--- src/rtl/systolic_collector.sv ---
// Collects the four skewed lanes of a 4x4 systolic array on a diagonal wavefront into
// a 4x4 result matrix, then drains that matrix row by row over a valid/ready handshake.
module systolic_collector #(
    parameter int WIDTH = 32
) (
    input  logic             clk_i,
    input  logic             rst_i,
    input  logic             start_i,
    input  logic [WIDTH-1:0] q1_i,
    input  logic [WIDTH-1:0] q2_i,
    input  logic [WIDTH-1:0] q3_i,
    input  logic [WIDTH-1:0] q4_i,
    input  logic             out_ready_i,
    output logic             busy_o,
    output logic             out_valid_o,
    output logic [1:0]       out_row_o,
    output logic [WIDTH-1:0] o1_o,
    output logic [WIDTH-1:0] o2_o,
    output logic [WIDTH-1:0] o3_o,
    output logic [WIDTH-1:0] o4_o,
    output logic [WIDTH-1:0] m11_o,
    output logic [WIDTH-1:0] m12_o,
    output logic [WIDTH-1:0] m13_o,
    output logic [WIDTH-1:0] m14_o,
    output logic [WIDTH-1:0] m21_o,
    output logic [WIDTH-1:0] m22_o,
    output logic [WIDTH-1:0] m23_o,
    output logic [WIDTH-1:0] m24_o,
    output logic [WIDTH-1:0] m31_o,
    output logic [WIDTH-1:0] m32_o,
    output logic [WIDTH-1:0] m33_o,
    output logic [WIDTH-1:0] m34_o,
    output logic [WIDTH-1:0] m41_o,
    output logic [WIDTH-1:0] m42_o,
    output logic [WIDTH-1:0] m43_o,
    output logic [WIDTH-1:0] m44_o,
    output logic             done_o
);

    typedef enum logic [1:0] {
        IDLE,
        CAPTURE,
        DRAIN
    } state_t;

    state_t                       state_q;
    logic [2:0]                   cnt_q;
    logic                         busy_q;
    logic                         out_valid_q;
    logic [1:0]                   out_row_q;
    logic                         done_q;
    logic [3:0][3:0][WIDTH-1:0]   mat_q;
    logic [3:0][3:0][WIDTH-1:0]   mat_d;

    logic [3:0][WIDTH-1:0]        lane;
    logic [3:0][WIDTH-1:0]        row_sel;
    logic                         sample_en;
    logic [2:0]                   step;

    assign lane = {q4_i, q3_i, q2_i, q1_i};

    // The start cycle itself samples wave step 0, before cnt has been loaded.
    assign sample_en = (state_q == CAPTURE) || ((state_q == IDLE) && start_i);
    assign step      = (state_q == IDLE) ? 3'd0 : cnt_q;

    always_comb begin
        mat_d = mat_q;
        for (int r = 0; r < 4; r++) begin
            for (int c = 0; c < 4; c++) begin
                if (sample_en && (step == 3'(r + c))) begin
                    mat_d[r][c] = lane[c];
                end
            end
        end
    end

    always_ff @(posedge clk_i) begin
        if (rst_i) begin
            state_q     <= IDLE;
            cnt_q       <= 3'd0;
            busy_q      <= 1'b0;
            out_valid_q <= 1'b0;
            out_row_q   <= 2'd0;
            done_q      <= 1'b0;
            mat_q       <= '0;
        end else begin
            mat_q  <= mat_d;
            done_q <= 1'b0;
            case (state_q)
                IDLE: begin
                    if (start_i) begin
                        state_q <= CAPTURE;
                        cnt_q   <= 3'd1;
                        busy_q  <= 1'b1;
                    end
                end
                CAPTURE: begin
                    if (cnt_q == 3'd6) begin
                        state_q     <= DRAIN;
                        cnt_q       <= 3'd0;
                        out_valid_q <= 1'b1;
                        out_row_q   <= 2'd0;
                    end else begin
                        cnt_q <= cnt_q + 3'd1;
                    end
                end
                DRAIN: begin
                    if (out_ready_i) begin
                        if (out_row_q == 2'd3) begin
                            state_q     <= IDLE;
                            busy_q      <= 1'b0;
                            out_valid_q <= 1'b0;
                            out_row_q   <= 2'd0;
                            done_q      <= 1'b1;
                        end else begin
                            out_row_q <= out_row_q + 2'd1;
                        end
                    end
                end
                default: begin
                    state_q <= IDLE;
                end
            endcase
        end
    end

    // Row outputs are a live view of the matrix, forced to zero outside DRAIN.
    assign row_sel = mat_q[out_row_q];
    assign o1_o    = out_valid_q ? row_sel[0] : '0;
    assign o2_o    = out_valid_q ? row_sel[1] : '0;
    assign o3_o    = out_valid_q ? row_sel[2] : '0;
    assign o4_o    = out_valid_q ? row_sel[3] : '0;

    assign busy_o      = busy_q;
    assign out_valid_o = out_valid_q;
    assign out_row_o   = out_row_q;
    assign done_o      = done_q;

    assign m11_o = mat_q[0][0];
    assign m12_o = mat_q[0][1];
    assign m13_o = mat_q[0][2];
    assign m14_o = mat_q[0][3];
    assign m21_o = mat_q[1][0];
    assign m22_o = mat_q[1][1];
    assign m23_o = mat_q[1][2];
    assign m24_o = mat_q[1][3];
    assign m31_o = mat_q[2][0];
    assign m32_o = mat_q[2][1];
    assign m33_o = mat_q[2][2];
    assign m34_o = mat_q[2][3];
    assign m41_o = mat_q[3][0];
    assign m42_o = mat_q[3][1];
    assign m43_o = mat_q[3][2];
    assign m44_o = mat_q[3][3];

endmodule

--- config.mk ---
export PLATFORM = sky130hd
export DESIGN_NAME = systolic_collector
export DESIGN_NICKNAME = d
export VERILOG_FILES = /design/src/rtl/systolic_collector.sv
export SDC_FILE = /design/constraint.sdc
export NUM_CORES = 1
export LEC_CHECK = 0
export CORE_AREA = 3 3 304 306
export DETAILED_ROUTE_END_ITERATION = 6
export DIE_AREA = 0 0 307 309
export GPL_ROUTABILITY_DRIVEN = 0
export SYNTH_ARGS = -nofsm -noshare
export SYNTH_HDL_FRONTEND = slang
export SYNTH_SLANG_ARGS = --single-unit
export TNS_END_PERCENT = 30
--- constraint.sdc ---
create_clock -name clk_i -period 3 [get_ports clk_i]
set_input_delay 0.6 -clock clk_i [delete_from_list [all_inputs] [get_ports clk_i]]
set_output_delay 0.6 -clock clk_i [all_outputs]
set_load 0.01 [all_outputs]
==> impl_metrics.env <==
export IMPL_status="complete, no violations"
export IMPL_fillers=8714
export IMPL_ios=777
export IMPL_start_util_pct=26.40
export IMPL_slowest_stage="mux4_2"
export IMPL_yosys_warnings=0
export IMPL_yosys_most_used_dff="dfxtp_1"
export IMPL_synth_seq_cells=522
export IMPL_total_power_mw=15.70
export IMPL_crit_family="buffers and inverters"
export IMPL_seq_area_frac_synth_pct=44.05
export IMPL_synth_edf_count=0
export IMPL_grt_setup_unrepaired="yes"
export IMPL_fin_util_pct=39.70
export IMPL_track_usage_pct=19.15
export IMPL_numCtsBuffers=58
export IMPL_syn_to_final_growth_pct=50.41
export IMPL_peakVddDrop_mv=0.3836
export IMPL_period_share_pct=98.85
export IMPL_hp_start="m21_o[6]$_SDFFE_PP0P_"
export IMPL_max_freq_ghz=0.3372
export IMPL_antenna_found_initial=5
export IMPL_hpwl_mm=66.89
export IMPL_reg2reg_depth=4
export IMPL_drc=0
export IMPL_drive_above_1_share_pct=13.61
export IMPL_p_leak_nw=15.07
export IMPL_cts_tree="yes"
export IMPL_grt_max_degree=92
export IMPL_clock_latency_ns=0.61
export IMPL_critical_path_max_stage_delay_ns=0.48
export IMPL_worstPathArrival_ns=2.37
export IMPL_cp_cell_sequence="buf_4 > buf_12 > buf_16 > buf_12 > mux4_2 > and2_1 > buf_2"
export IMPL_multi_input_area_um2=12380
export IMPL_reg2reg_slack_ns=0.83
export IMPL_grt_overflow=0
export IMPL_regToRegStartpoint="state_q[0]$_SDFFE_PP0P_"
export IMPL_cts_buffer_depth=3
export IMPL_cp_end_kind="output port"
export IMPL_drv_slew=0
export IMPL_required_ns=2.40
export IMPL_cp_start_kind="register"
export IMPL_ant_nets=0
export IMPL_cp_buffers_inverters=5
export IMPL_grt_first_pass_wirelength_mm=138.5
export IMPL_htree_levels=2
export IMPL_syn_avg_cell_area_um2=10.41
export IMPL_setup_viol=0
export IMPL_syn_area_um2=23720
export IMPL_dieHeight_um=309
export IMPL_path_max_fanout=11
export IMPL_tns_ns=0
export IMPL_p_per_area_nw_per_um2=440.1
export IMPL_worstHoldPathType="reg -> reg"
export IMPL_wire_per_inst_um=22.31
export IMPL_clk_pin_slew_ns=0.06
export IMPL_finalCriticalPeriod_ns=2.965
export IMPL_synth_nets=2412
export IMPL_ys_types=37
export IMPL_skew_ns=0.01972
export IMPL_layout_nets=3169
export IMPL_drv_cap=0
export IMPL_first_pass_iters=7
export IMPL_crit_type="reg -> out"
export IMPL_viasPerCell=4.745
export IMPL_worst_pin_slew_ns=0.7393
export IMPL_worstReg2RegEnd="m21_o[19]$_SDFFE_PP0P_"
export IMPL_relSlewSlack_pct=50.71
export IMPL_grt_pass1_vias=20320
export IMPL_hold_buffers=0
export IMPL_ys_async_sr_fraction_pct=0
export IMPL_syn_inst=2279
export IMPL_core_um2=89870
export IMPL_vias=20240
export IMPL_wirelength_mm=95.15
export IMPL_crit_top_cell="buf_12"
export IMPL_die_w_um=307
export IMPL_min_path_cells=2
export IMPL_hold_end="m21_o[6]$_SDFFE_PP0P_"
export IMPL_regArea_um2=10460
export IMPL_final_cell_mix="647 x clkdlybuf4s50_1, 611 x nand2_1, 518 x dfxtp_1"
export IMPL_cts_sinks=522
export IMPL_cts_root_buf="clkbuf_16"
export IMPL_port_buffers=776
export IMPL_final_common_cell="clkdlybuf4s50_1"
export IMPL_die_area_um2=94860
export IMPL_initialDrtViolationCount=1122
export IMPL_final_hold_violation_count=0
export IMPL_placementRows=110
-- metrics by stage --
step                      hold WS (ns)  worst slack [ns]  std cells  area (um2)
after global routing            0.4946          -0.08151       4262       35670
after global placement          0.4582            0.3756       4098       32980
final                           0.4715           0.03462       4265       35680
after detailed placement        0.4630            0.3480       4098       32980
after CTS                       0.4647           -0.1796       4252       35580
after floorplan                 0.4881            0.6223       2279       23720
-- worst max-delay path by stage --
stage,slack (ns),cells past startpoint,to,startpoint
finish,0.03,7,o3_o[17],out_row_o[0]$_SDFFE_PP0P_
CTS,-0.18,6,o1_o[7],out_row_o[1]$_SDFFE_PP0P_
floorplan,0.62,5,o2_o[0],out_row_o[0]$_SDFFE_PP0P_
global placement,0.38,5,o4_o[23],out_row_o[1]$_SDFFE_PP0P_
detailed placement,0.35,4,o2_o[3],out_row_o[0]$_SDFFE_PP0P_
global route,-0.08,5,o4_o[26],out_row_o[0]$_SDFFE_PP0P_
-- routing by layer --
layer / GRT usage (%) / vias to the layer above / share of wire (%)
li1: - / 9497 / -
met1: 22.94 / 9946 / 41
met2: 34.16 / 659 / 50
met3: 4.094 / 135 / 5.9
met4: 6.264 / 2 / 3.1
met5: 0 / - / 0.014
-- logic make-up after synthesis --
kind of cell	Yosys count	synth area share, %
AO/OA/AOI/OAI	79	2.938
buffers and inverters	207	4.051
multiplexers	608	32.41
flip-flops	522	44.05
adder cells (fa/ha/maj)	1	0.05273
AND/OR/NAND/NOR	862	16.50
-- repair_timing --
item                                    in CTS  in global routing
buffers inserted                            35                  9
endpoints found under the hold margin        0                  0
pin swaps                                    1                  0
endpoints found under the setup margin     128                 85
resized for setup                          222                 72
cloned                                      10                  1
-- synthesized netlist by cell type, types with 2 or more instances --
cell      count  area (um2)
a21oi_1       6       30.03
a41o_1        2       20.02
and2_1      128       800.8
and3_1        2       12.51
buf_1        12       45.04
buf_2        78       390.4
buf_4         5       37.54
buf_6         9       101.4
clkbuf_1    101       379.1
dfxtp_1     522       10450
mux2i_1     480        4805
mux4_2      128        2883
nand2_1     611        2293
nand2b_1     33       206.5
nand3_1       4       20.02
nand3b_1     35       262.8
nand4_1      32       200.2
nor2_1        4       15.01
nor2b_1       3       18.77
nor3b_1       4       30.03
o21ai_0       4       20.02
o311ai_0      4       35.03
o311ai_1     23       201.4
o311ai_2      5       81.33
o31a_1       32       280.3
-- power by group --
| group | internal (mW) | leakage (nW) | switching, mW |
|---|---|---|---|
| clock network | 4.38 | 0.999 | 3.04 |
| registers | 7.03 | 4.22 | 0.127 |
| logic | 0.560 | 9.86 | 0.567 |
| total | 12.0 | 15.1 | 3.73 |
-- cell type report --
type / instances / share of cell area, %
Clock buffer: 84 / 4.878
Inverter: 2 / 0.04208
Multi-Input combinational cell: 1550 / 34.71
Tap cell: 1176 / 4.124
Sequential cell: 522 / 29.32
Timing Repair Buffer: 902 / 26.14
Clock inverter: 25 / 0.7609
Antenna cell: 4 / 0.02805
-- worst min-delay path, cell delays in order, from the launching register on --
cell and delay (ns):
dfxtp_1 0.32, nand2_1 0.05, mux2i_1 0.05
No activity file was read; power rests on OpenSTA's default activity.
==> edit: new RTL, same flow settings <==
Encoding of `state_t`: now one-hot (3 bits for 3 states).
--- a/src/rtl/systolic_collector.sv
+++ b/src/rtl/systolic_collector.sv
@@ -39,6 +39,6 @@
 
-    typedef enum logic [1:0] {
-        IDLE,
-        CAPTURE,
-        DRAIN
+    typedef enum logic [2:0] {
+        IDLE    = 3'b001,
+        CAPTURE = 3'b010,
+        DRAIN   = 3'b100
     } state_t;
Behaviour: same outputs for any inputs over 4 cycles, from zero or initial values and one cycle with rst_i high; so few cycles prove little.
==> edit against the original RTL <==
Count of clock-buffer cells in the layout rose by 3; die area is the same; utilization fell by 0.78 points; final area down 2.0%; area after synthesis is 0.17% higher; worst setup slack worse by 0.013 ns; power decreased by 2.7%; sequential power decreased by 1%; wire length grew 13%; combinational power increased by 15%; cell count grew 6.7%; sequential cell count up 1; register-to-register slack worse by 0.12 ns; clock skew down 0.00077 ns; highest routed layer is now met4.
==> edit: results (changes against the original RTL) <==
* DR vias/cell at 5.42 (+14%)
* CP endpoint: o4_o[27]
* Cell variety after synth at 43 (+16%)
* Fraction of registers with async set/reset at 0 (unchanged)
* Crit path launch: out_row_o[0]
* Post-CTS resize count at 145 (-35%)
* Predominant post-synthesis flop cell: dfxtp_1
* Hpwl dp at 71200 um (+6.4%)
* Largest net degree at the start of global routing at 157 (+71%)
* Period Utilization, post-route at 0.993 (+0.00420)
* Synth Area in XOR/XNOR at 0.000369 (+0.000369)
* Num CTS Buffers at 55 (-5.2%)
* Initial antenna violation count at 3 (-2)
* Maximum VDD drop at 328 uV (-14%)
* Hold Path Sink: m11_o[16]
* 1st-iter DRT viols at 2244 (+100%)
* Vias in the first global route at 23.6k (+16%)
* WL per Instance at 23.7 um (+6.1%)
* Crit path DAT at 2.38 ns
* Nets at 3459 (+9.2%)
* Post-synthesis compound-gate area fraction at 0.207 (+0.178)
* Clock Skew at 0.0189 ns (-0.000767 ns)
* Crit Path Max Fanout at 5 (-6)
* Power density over the cells at 437 nW/um2 (-0.75%)
* Sequential power at 0.00707 W (-1%)
* Setup WS pre-CTS at 0.324 ns (-0.0244 ns)
* CTS clock-pin slew for the worst setup and hold paths at 0.06 ns (about the same)
* Largest cells by area after synthesis: dfxtp_1 44%, mux4_2 12%, a21oi_1 10%
* RR Startpoint: cnt_q[2]
* Post-CTS Setup Bufs at 18 (-49%)
* Max-slew headroom at 0.429 (-0.0780)
* Seq/Total Area, Yosys at 0.441 (about the same)
* Area share of fa/ha/maj cells after synthesis at 0.000527 (-0.000000916)
* Clock Power Share at 0.452 (-0.021)
* LEAKAGE at 11.6 nW (-23%)
* FF-to-FF path depth at 5 (+1)
* Global-route wire length before repair at 157000 um (+14%)
* Net Count, Synth at 2833 (+17%)
* Flop-to-flop setup slack at 0.71 ns (-0.12 ns)
* Fill cells at 9020 (+3.5%)
* Layout cells sized above 1 at 0.119 (-0.0172)
* Root buffer cell: clkbuf_16
* Worst reg2reg path endpoint: m23_o[5]
* Hold_ws at 0.475 ns (+0.00363 ns)
* Post-synthesis mux area share at 0.135 (-0.189)
* Hold Path Origin: m11_o[16]
* Pint at 0.0115 W (-4.2%)
* Worst setup margin at 0.0220 ns (-0.0126 ns)
* Status: finished clean
* Worst skew pair latency at 0.59 ns (-0.02 ns)
* All-Layer GR Usage at 0.212 (+0.0205)
* DP Area at 32900 um2 (-0.10%)
* Top delay family on crit path: buffers and inverters
* Post-synth top cells: 523 x dfxtp_1, 485 x a21oi_1, 480 x nand3_1, 472 x o21ai_0, 215 x clkbuf_1
* First-pass detailed-route iteration total at 5 (-2)
==> edit: cell types whose count changed in the layout (fill, tap and decap cells not counted), sizes merged, moves of 35 or more <==
cell / unedited run / this run
nand3: 4 / 480
mux2i: 480 / 33
o21ai: 4 / 482
nand3b: 35 / 0
a21oi: 6 / 485
nand2: 611 / 42
==> edit: layout make-up <==
cell class	instances	area, um2	area share
clock inverter	15	168	0.00479
tap	1176	1470	0.0421
antenna	5	12.5	0.000358
multi-input combinational	1847	12000	0.343
sequential	523	10500	0.300
timing repair buffer	896	9200	0.263
inverter	3	11.3	0.000322
clock buffer	87	1640	0.0468
==> edit: through the flow <==
stage	instances	TNS, ns
global route	4548	-0.292
floorplan	2700	0
detailed placement	4420	0
finish	4552	0
CTS	4543	-4.60
global placement	4420	0
==> edit: metal layers <==
layer | global-route usage | routed length, um
met1 | 0.263 | 42100
met2 | 0.374 | 54400
met3 | 0.0344 | 7790
met4 | 0.0720 | 3530
met5 | 0 | 0
